## src/rtl/wave_pkg.sv

```systemverilog
// Shared wave definitions: sample width, threshold defaults and the
// meter FSM encoding, reused by the generator side.
package wave_pkg;

    localparam int SW = 8;

    typedef logic [SW-1:0] smp_t;

    localparam smp_t MID_DEF  = 8'd128;
    localparam smp_t HYST_DEF = 8'd8;

    typedef enum logic [2:0] {
        IDLE,
        ARM,
        SYNC,
        MEAS,
        REPL,
        HOLD
    } state_t;

    function automatic smp_t umin(input smp_t a, input smp_t b);
        return (a < b) ? a : b;
    endfunction

    function automatic smp_t umax(input smp_t a, input smp_t b);
        return (a > b) ? a : b;
    endfunction

endpackage

```

## src/rtl/wave_meter_if.sv

```systemverilog
// Sample stream, start request and result handshake of the wave meter.
interface wave_meter_if #(
    parameter int PW = 12
) ();
    import wave_pkg::*;

    smp_t          in;
    logic          in_vld;
    logic          start;
    logic [PW-1:0] period;
    smp_t          vmin;
    smp_t          vmax;
    logic          timeout;
    logic          res_vld;
    logic          res_rdy;
    logic          busy;

    modport master (
        output in, in_vld, start, res_rdy,
        input  period, vmin, vmax, timeout, res_vld, busy
    );

    modport slave (
        input  in, in_vld, start, res_rdy,
        output period, vmin, vmax, timeout, res_vld, busy
    );

endinterface

```

## src/rtl/wave_meter_hyst_cmp.sv

```systemverilog
// Hysteresis threshold compare: flags a sample at/below LO or at/above HI.
module hyst_cmp
    import wave_pkg::*;
#(
    parameter smp_t MID  = MID_DEF,
    parameter smp_t HYST = HYST_DEF
) (
    input  smp_t in,
    output logic le_lo,
    output logic ge_hi
);

    localparam smp_t LO = MID - HYST;
    localparam smp_t HI = MID + HYST;

    assign le_lo = (in <= LO);
    assign ge_hi = (in >= HI);

endmodule

```

## src/rtl/wave_meter.sv

```systemverilog
// Measures one full period of a sampled wave between two rising crossings,
// with min/max over that period and saturating timeout.
module wave_meter
    import wave_pkg::*;
#(
    parameter smp_t MID  = MID_DEF,
    parameter smp_t HYST = HYST_DEF,
    parameter int   PW   = 12
) (
    input logic          clk,
    input logic          rst_n,
    wave_meter_if.slave  bus
);

    localparam logic [PW-1:0] MAXP = '1;
    localparam logic [PW-1:0] ONE  = {{(PW-1){1'b0}}, 1'b1};

    state_t        state;
    logic [PW-1:0] cnt;
    smp_t          acc_min;
    smp_t          acc_max;
    logic [PW-1:0] period_q;
    smp_t          vmin_q;
    smp_t          vmax_q;
    logic          timeout_q;
    logic          res_vld_q;
    logic          busy_q;

    logic          le_lo;
    logic          ge_hi;
    logic          sat;
    logic          has_acc;
    logic [PW-1:0] cnt_inc;
    smp_t          nxt_min;
    smp_t          nxt_max;

    hyst_cmp #(
        .MID  (MID),
        .HYST (HYST)
    ) u_cmp (
        .in    (bus.in),
        .le_lo (le_lo),
        .ge_hi (ge_hi)
    );

    assign sat     = (cnt == MAXP);
    assign has_acc = (state == MEAS) || (state == REPL);
    assign cnt_inc = cnt + ONE;
    assign nxt_min = umin(acc_min, bus.in);
    assign nxt_max = umax(acc_max, bus.in);

    always_ff @(posedge clk or negedge rst_n) begin
        if (!rst_n) begin
            state     <= IDLE;
            cnt       <= '0;
            acc_min   <= '1;
            acc_max   <= '0;
            period_q  <= '0;
            vmin_q    <= '1;
            vmax_q    <= '0;
            timeout_q <= 1'b0;
            res_vld_q <= 1'b0;
            busy_q    <= 1'b0;
        end else begin
            unique case (state)
                IDLE: begin
                    if (bus.start) begin
                        state  <= ARM;
                        cnt    <= '0;
                        busy_q <= 1'b1;
                    end
                end
                HOLD: begin
                    if (bus.res_rdy) begin
                        state     <= IDLE;
                        res_vld_q <= 1'b0;
                        busy_q    <= 1'b0;
                    end
                end
                default: begin
                    // Saturation wins over any crossing seen on the same sample.
                    if (bus.in_vld && sat) begin
                        state     <= HOLD;
                        period_q  <= MAXP;
                        timeout_q <= 1'b1;
                        vmin_q    <= has_acc ? acc_min : '0;
                        vmax_q    <= has_acc ? acc_max : '0;
                        res_vld_q <= 1'b1;
                    end else if (bus.in_vld) begin
                        unique case (state)
                            ARM: begin
                                cnt <= cnt_inc;
                                if (le_lo) state <= SYNC;
                            end
                            SYNC: begin
                                if (ge_hi) begin
                                    cnt     <= ONE;
                                    acc_min <= bus.in;
                                    acc_max <= bus.in;
                                    state   <= MEAS;
                                end else begin
                                    cnt <= cnt_inc;
                                end
                            end
                            MEAS: begin
                                cnt     <= cnt_inc;
                                acc_min <= nxt_min;
                                acc_max <= nxt_max;
                                if (le_lo) state <= REPL;
                            end
                            REPL: begin
                                if (ge_hi) begin
                                    state     <= HOLD;
                                    period_q  <= cnt;
                                    timeout_q <= 1'b0;
                                    vmin_q    <= acc_min;
                                    vmax_q    <= acc_max;
                                    res_vld_q <= 1'b1;
                                end else begin
                                    cnt     <= cnt_inc;
                                    acc_min <= nxt_min;
                                    acc_max <= nxt_max;
                                end
                            end
                            default: begin
                            end
                        endcase
                    end
                end
            endcase
        end
    end

    assign bus.period  = period_q;
    assign bus.vmin    = vmin_q;
    assign bus.vmax    = vmax_q;
    assign bus.timeout = timeout_q;
    assign bus.res_vld = res_vld_q;
    assign bus.busy    = busy_q;

endmodule

```

## src/flat_wrapper.sv

```systemverilog
// flat-port wrapper written by rule: the top's interface ports become plain ports
module wave_meter_flat import wave_pkg::*;
#(
    parameter smp_t MID  = MID_DEF,
    parameter smp_t HYST = HYST_DEF,
    parameter int   PW   = 12
)
  (clk, rst_n, bus_in, bus_in_vld, bus_start, bus_res_rdy, bus_period, bus_vmin, bus_vmax, bus_timeout, bus_res_vld, bus_busy);
  wave_meter_if #(.PW(PW)) bus_i ();
  input logic clk;
  input logic rst_n;
  input wire logic [$bits(bus_i.in)-1:0] bus_in;
  input wire logic [$bits(bus_i.in_vld)-1:0] bus_in_vld;
  input wire logic [$bits(bus_i.start)-1:0] bus_start;
  input wire logic [$bits(bus_i.res_rdy)-1:0] bus_res_rdy;
  output wire logic [$bits(bus_i.period)-1:0] bus_period;
  output wire logic [$bits(bus_i.vmin)-1:0] bus_vmin;
  output wire logic [$bits(bus_i.vmax)-1:0] bus_vmax;
  output wire logic [$bits(bus_i.timeout)-1:0] bus_timeout;
  output wire logic [$bits(bus_i.res_vld)-1:0] bus_res_vld;
  output wire logic [$bits(bus_i.busy)-1:0] bus_busy;
  assign bus_i.in = bus_in;
  assign bus_i.in_vld = bus_in_vld;
  assign bus_i.start = bus_start;
  assign bus_i.res_rdy = bus_res_rdy;
  assign bus_period = bus_i.period;
  assign bus_vmin = bus_i.vmin;
  assign bus_vmax = bus_i.vmax;
  assign bus_timeout = bus_i.timeout;
  assign bus_res_vld = bus_i.res_vld;
  assign bus_busy = bus_i.busy;
  wave_meter #(.MID(MID), .HYST(HYST), .PW(PW)) u_core (.clk(clk), .rst_n(rst_n), .bus(bus_i));
endmodule
```

## config.mk

```make
export PLATFORM = sky130hd
export DESIGN_NAME = wave_meter_flat
export DESIGN_NICKNAME = d
export VERILOG_FILES = /design/src/rtl/wave_pkg.sv /design/src/rtl/wave_meter_if.sv /design/src/rtl/wave_meter_hyst_cmp.sv /design/src/rtl/wave_meter.sv /design/src/flat_wrapper.sv
export SDC_FILE = /design/constraint.sdc
export NUM_CORES = 1
export LEC_CHECK = 0
export BUFFER_PORTS_ARGS = -buffer_cell sky130_fd_sc_hd__buf_4
export CAP_MARGIN = 20
export CORE_UTILIZATION = 45
export DETAILED_ROUTE_END_ITERATION = 10
export MAX_ROUTING_LAYER = met4
export PLACE_DENSITY = 0.67
export REMOVE_ABC_BUFFERS = 1
export SKIP_CTS_REPAIR_TIMING = 1
export SYNTH_ARGS = -nofsm -noshare
export SYNTH_HDL_FRONTEND = slang
export SYNTH_SLANG_ARGS = --single-unit
```

## constraint.sdc

```tcl
create_clock -name clk -period 2 [get_ports clk]
set_input_delay 0.1 -clock clk [delete_from_list [all_inputs] [get_ports clk]]
set_output_delay 0.1 -clock clk [all_outputs]
set_load 0.05 [all_outputs]
```

==> results of run 1 <==
[routing by layer]
| metal | global-route usage [%] | vias up |
|---|---|---|
| met2 | 34.1 | 107 |
| met1 | 32.3 | 1418 |
| met5 | - | - |
| met3 | 3.70 | 25 |
| met4 | 8.94 | 0 |
| li1 | - | 1308 |
[layout by cell type (no fill, tap or decap), types with 11 or more instances in the layout]
master / n
buf_4: 82
dfrtp_1: 46
a21oi_1: 16
a22o_1: 16
dfstp_2: 16
inv_1: 15
ha_1: 15
nand2_1: 14
o21ai_0: 14
mux2_2: 12
clkbuf_8: 11
[state kept, by name, indices dropped and copies added, names as in the netlist]
signal and cells:
u_core.state 3, u_core.bus.vmax 8, u_core.acc_max 8, u_core.bus.timeout 1, u_core.bus.vmin 8, u_core.bus.res_vld 1
u_core.bus.period 12, u_core.cnt 12, u_core.bus.busy 1, u_core.acc_min 8
[Yosys cell counts (4+ instances only)]
cell and n:
o22a_1 7, buf_2 5, nor2_1 10, a22o_1 16
dfrtp_1 46, inv_1 15, o21ai_0 19, a21oi_1 16
nand3_1 8, nor2b_1 4, dfstp_2 16, nand2_1 15
clkbuf_1 5, o41ai_1 4, o31ai_1 4, ha_1 16
mux2_2 18, nand4_1 8
[worst max-delay path, cell delays in order (launching register included)]
cell	delay (ns)
dfrtp_1	0.37
ha_2	0.20
nand3_2	0.10
or4_4	0.54
o211ai_1	0.13
a21o_1	0.13
buf_4	0.14
mux2_2	0.32
[path summary, 6_finish.rpt]
check	cells past startpoint	startpoint	slack, ns	to
max	7	u_core.cnt[1]$_DFFE_PN0P_	-0.06	u_core.acc_max[1]$_DFFE_PN0P_
min	2	bus_in[1]	0.04	u_core.acc_min[1]$_DFFE_PN1P_
max reg2reg	7	u_core.cnt[1]$_DFFE_PN0P_	-0.06	u_core.acc_max[1]$_DFFE_PN0P_
min reg2reg	1	u_core.bus.period[11]$_DFFE_PN0P_	0.50	u_core.bus.period[11]$_DFFE_PN0P_
max in group asynchronous	2	rst_n	1.11	u_core.bus.period[9]$_DFFE_PN0P_
min in group asynchronous	2	rst_n	0.39	u_core.bus.vmax[2]$_DFFE_PN0P_
[layout make-up]
| cell class | count | area (µm²) |
|---|---|---|
| Clock inverter | 4 | 45.0 |
| Timing Repair Buffer | 90 | 722 |
| Fill cell | 596 | 2520 |
| Inverter | 15 | 56.3 |
| Multi-Input combinational cell | 207 | 1710 |
| Tap cell | 96 | 120 |
| Clock buffer | 12 | 155 |
| Sequential cell | 62 | 1570 |
[power groups by stage]
| stage | Clock [W] | Sequential, W | Combinational (W) |
|---|---|---|---|
| 2_1_floorplan | 0 | 0.00310 | 0.00137 |
| 3_3_place_gp | 0 | 0.00218 | 0.00342 |
| 3_5_place_dp | 0 | 0.00220 | 0.00351 |
| 4_1_cts | 0.00114 | 0.00218 | 0.00352 |
| 5_1_grt | 0.00120 | 0.00226 | 0.00407 |
| 6_report | 0.00112 | 0.00220 | 0.00381 |
[through the flow]
stage               instances  setup TNS, ns  util, %  total power (W)
floorplan                 282          -2.97        -          0.00447
global placement          462        -0.0532     57.6          0.00560
detailed placement        462         -0.574     57.6          0.00570
CTS                       478          -1.02     60.5          0.00684
global route              486          -2.45     63.5          0.00753
finish                    486         -0.606     63.5          0.00713
[kinds of logic after synthesis]
| group | Yosys count | share of synthesized area (%) |
|---|---|---|
| flip-flops | 62 | 48.0 |
| multiplexers | 21 | 7.57 |
| buffers and inverters | 27 | 3.75 |
| AO/OA/AOI/OAI | 96 | 21.5 |
| AND/OR/NAND/NOR | 72 | 13.0 |
| adder cells (fa/ha/maj) | 16 | 6.12 |
==> impl_metrics.ini, run 1 <==
[drt]
viasPerCell = 5.88
drt-met1-wl_um = 3890
met3_length_um = 431
vias = 2858
antenna_left = 0
wire_per_inst_um = 17.4
route.top_layer_used = met4
drt_pass1_iterations = 5
drt_iter0_markers = 150
route.met2.wl_um = 3920
drc_errors = 0
wl_um = 8440

[yosys]
postSynthAreaPerCell_um2 = 11.1
ys_seq_area_share_pct = 48.0
synthTopCellsByArea = dfrtp_1 (35%), dfstp_2 (13%), mux2_2 (6.2%)
ys_types = 57
synth_area_mm2 = 0.00327
synth_edf_count = 0
syn_inst = 294
synth_top_area_cell = dfrtp_1
yosys_most_used_dff = dfrtp_1
synth_top_area_share_pct = 35.2
synthArstFlopShare_pct = 100
synth_warnings = 0
synth_seq_cells = 62

[run_status]
status = finished, violations left
violations = negative setup slack

[sta]
hold_viol_final = 0
max_freq_ghz = 0.485
fin_ws_ns = -0.0627
period_share_pct = 103
setup_viol = 17
period_minus_slack_ns = 2.06
drv_slew = 0
tightest_slew_ns = 0.768
timing.hold.ws_ns = 0.0354
finClkSkew_ns = 0.0115
relSlewSlack_pct = 48.8
rsz0062_at_grt = true

[clock_network]
clk_pin_slew_ns = 0.07
htree_num_levels = 3
cts_made_buffers = 9
cts_tree = yes
cts_sinks = 62
cts_root_buf = clkbuf_8
worst_skew_pair.late_latency_ns = 0.33
clockBufferDepth = 2

[worst_setup_path]
criticalPathCategory = register to register
timing.critical_path.from_type = register
required_ns = 2.21
endpoint_kind = register
cp.arrival_ns = 2.28
path_max_fanout = 4

[die]
fp.dieW_um = 87.3
core_area_mm2 = 0.00691
start_util_pct = 47.4
dieArea_mm2 = 0.00761
die_y_um = 87.3
rows = 30
io_pins = 44

[finish]
stdcell_area_mm2 = 0.00438
syn_to_final_growth_pct = 34.0
num_antenna_cells = 0
nNetsFinal = 414
drive_gt1_share_pct = 44.1

[pwr]
combPwrFrac_pct = 53.5
leakagePower_nw = 2.01
swShare_pct = 42.5
power.share.clock_pct = 15.7
p_seq_share_pct = 30.8
ir_worst_vdd_mv = 0.850
power.internal_w = 0.00410
p_per_area_mw_per_mm2 = 1630
p_sw_w = 0.00303

[global_route]
grt_usage_pct = 23.2
grt_pass1_wl_um = 13100
grt_antenna_before_repair = 0
grt_max_degree = 63
grt_pass1_vias = 2670
grt.overflow.total = 0

[placement]
place_area_mm2 = 0.00398
portBuffers = 43
place_ws_ns = -0.0379
dp_hpwl_um = 5530
place_congestion = 0.827

[run]
max-cap-violations = 0

[hold_path]
hold_path_class = primary input to register
No activity file was read; power rests on OpenSTA's default activity.
==> run 2, diff against run 1 <==
- ABC_AREA: unset -> 1
- CTS_CLUSTER_DIAMETER: unset -> 60
==> run 2 against run 1 <==
  * The run now ends clean
  * Sequential share of layout area is 2.4 points higher
  * Final area down 6.3%
  * Cell count grew 21%
  * Register-to-register slack improved by 0.26 ns
  * Synthesized cell count grew 46%
  * Critical path type unchanged
  * Highest routed layer unchanged
==> impl_metrics.ini, run 2 <==
[run_status]
status = complete, no violations

[yosys]
synth_top_area_cell = dfrtp_1
synth_edf_count = 0
ys_types = 27
synth_seq_cells = 62
synth.top_cells.by_count = nand2_1 (160), dfrtp_1 (46), nand3_1 (41)
synth_area_mm2 = 0.00343
synthTopCellsByArea = dfrtp_1 (34%), nand2_1 (17%), dfstp_2 (12%)
synthArstFlopShare_pct = 100
yosys_most_used_dff = dfrtp_1
ys_seq_area_share_pct = 45.8
synth_warnings = 0
synth_top_area_share_pct = 33.5
syn_inst = 428
postSynthAreaPerCell_um2 = 8.02
yosysMostFrequentCell = nand2_1

[sta]
setup_viol = 0
fin_ws_ns = 0.198
rsz0062_at_grt = false
max_freq_ghz = 0.555
finClkSkew_ns = 0.00713
period_minus_slack_ns = 1.80
relSlewSlack_pct = 48.4
hold_viol_final = 0
period_share_pct = 90.1
tightest_slew_ns = 0.774
drv_slew = 0

[worst_setup_path]
cp.arrival_ns = 2.09
reg2reg_depth = 10
required_ns = 2.28
path_max_fanout = 42
endpoint_kind = register
criticalPathCategory = register to register
r2r_start = u_core.cnt[1]$_DFFE_PN0P_
timing.critical_path.from_type = register
crit_start = u_core.cnt[1]$_DFFE_PN0P_

[pwr]
finalPower_w = 0.00567
p_per_area_mw_per_mm2 = 1380
leakagePower_nw = 2.19
ir_worst_vdd_mv = 0.531

[placement]
place_ws_ns = 0.211
dp_hpwl_um = 5300
portBuffers = 43
place_congestion = 0.878

[global_route]
grt_max_degree = 63
grt_antenna_before_repair = 0
grt.overflow.total = 0
grt_pass1_wl_um = 12300
grt_pass1_vias = 2668
grt_usage_pct = 20.9

[clock_network]
clockBufferDepth = 2
cts_tree = yes
cts_root_buf = clkbuf_8
worst_skew_pair.late_latency_ns = 0.34
cts_sinks = 62
htree_num_levels = 3
cts_made_buffers = 9
clk_pin_slew_ns = 0.07

[drt]
wire_per_inst_um = 12.4
drt_pass1_iterations = 5
viasPerCell = 4.87
drt_iter0_markers = 120
antenna_left = 0
wl_um = 7310
drc_errors = 0
vias = 2868

[finish]
num_antenna_cells = 0
final_common_cell = nand2_1
syn_to_final_growth_pct = 19.7
fill_cells = 680
drive_gt1_share_pct = 23.9
fin_util_pct = 56.1
nNetsFinal = 514
final_cell_mix = nand2_1 (159), buf_4 (54), dfrtp_1 (46), nand3_1 (41), inv_1 (36)

[run]
max-cap-violations = 0

[die]
rows = 31
die_y_um = 89.3
io_pins = 44
core_area_mm2 = 0.00733
fp.dieW_um = 89.3
dieArea_mm2 = 0.00798
start_util_pct = 46.8

[hold_path]
hold_path_class = primary input to register
whs_path_depth = 3
hp-start = bus_in[1]
## run 2: cell types whose count changed after synthesis, sizes merged, moves of 16 or more
cell   before  now
o21ai      22   38
mux2       21    0
a22o       16    0
nand3       9   42
inv        15   37
nand2      15  166
## run 2: layout make-up
class	count	area [µm²]	share of cell area [%]
multi-input cells	318	1620	39.4
clock buffers	10	138	3.35
flip-flops and latches	62	1570	38.2
well taps	99	124	3.01
clock inverters	6	61.3	1.49
repair buffers	57	455	11.1
inverters	37	139	3.38
## run 2: per-stage QoR
stage,hold slack [ns],instance area (µm²),TNS [ns],std cells
CTS,-0.135,4100,0,588
detailed placement,0.236,3900,0,572
global route,0.00658,4110,0,589
floorplan,-0.196,3330,-1.45,417
global placement,0.234,3900,0,572
finish,0.00209,4110,0,589
## run 2: path summary, 6_finish.rpt
check	end	slack (ns)
max in group asynchronous	u_core.bus.vmax[3]$_DFFE_PN0P_	1.10
min reg2reg	u_core.bus.vmin[1]$_DFFE_PN1P_	0.48
max reg2reg	u_core.bus.period[7]$_DFFE_PN0P_	0.20
min in group asynchronous	u_core.state[2]$_DFFE_PN0P_	0.38
max	u_core.bus.period[7]$_DFFE_PN0P_	0.20
min	u_core.acc_min[1]$_DFFE_PN1P_	0.002
## run 2: per-layer routing
metal / track usage, % / wire length [µm] / vias to the layer above
met1: 29.0 / 3690 / 1317
met3: 3.23 / 262 / 6
met2: 30.4 / 3290 / 50
li1: - / - / 1495
met4: 8.95 / 73 / 0
met5: - / 0 / -
## run 2: worst max-delay path, cell delays in order, from the launching register on
cell,delay (ns)
dfrtp_1,0.42
ha_1,0.23
nand3_2,0.15
nor3_4,0.20
nand2_4,0.10
o21ai_2,0.10
nand2_2,0.10
buf_12,0.18
inv_1,0.12
nand2_1,0.06
nand2_1,0.06
## run 2: where the power goes
| group | internal (W) | leakage [nW] | switching, W |
|---|---|---|---|
| registers | 0.00169 | 0.776 | 0.000268 |
| logic | 0.000857 | 1.31 | 0.00174 |
| clock network | 0.000604 | 0.102 | 0.000502 |
| total | 0.00315 | 2.19 | 0.00251 |
## run 2: cell families (layout without fill, tap and decap cells)
family                   count (synthesis)  count (layout)  share of synthesized area, %
AO/OA/AOI/OAI                           56              56                          10.2
XOR/XNOR                                 7               7                          1.79
adder cells (fa/ha/maj)                 16              16                          5.83
buffers and inverters                   48             110                          7.07
flip-flops                              62              62                          45.8
AND/OR/NAND/NOR                        239             239                          29.3
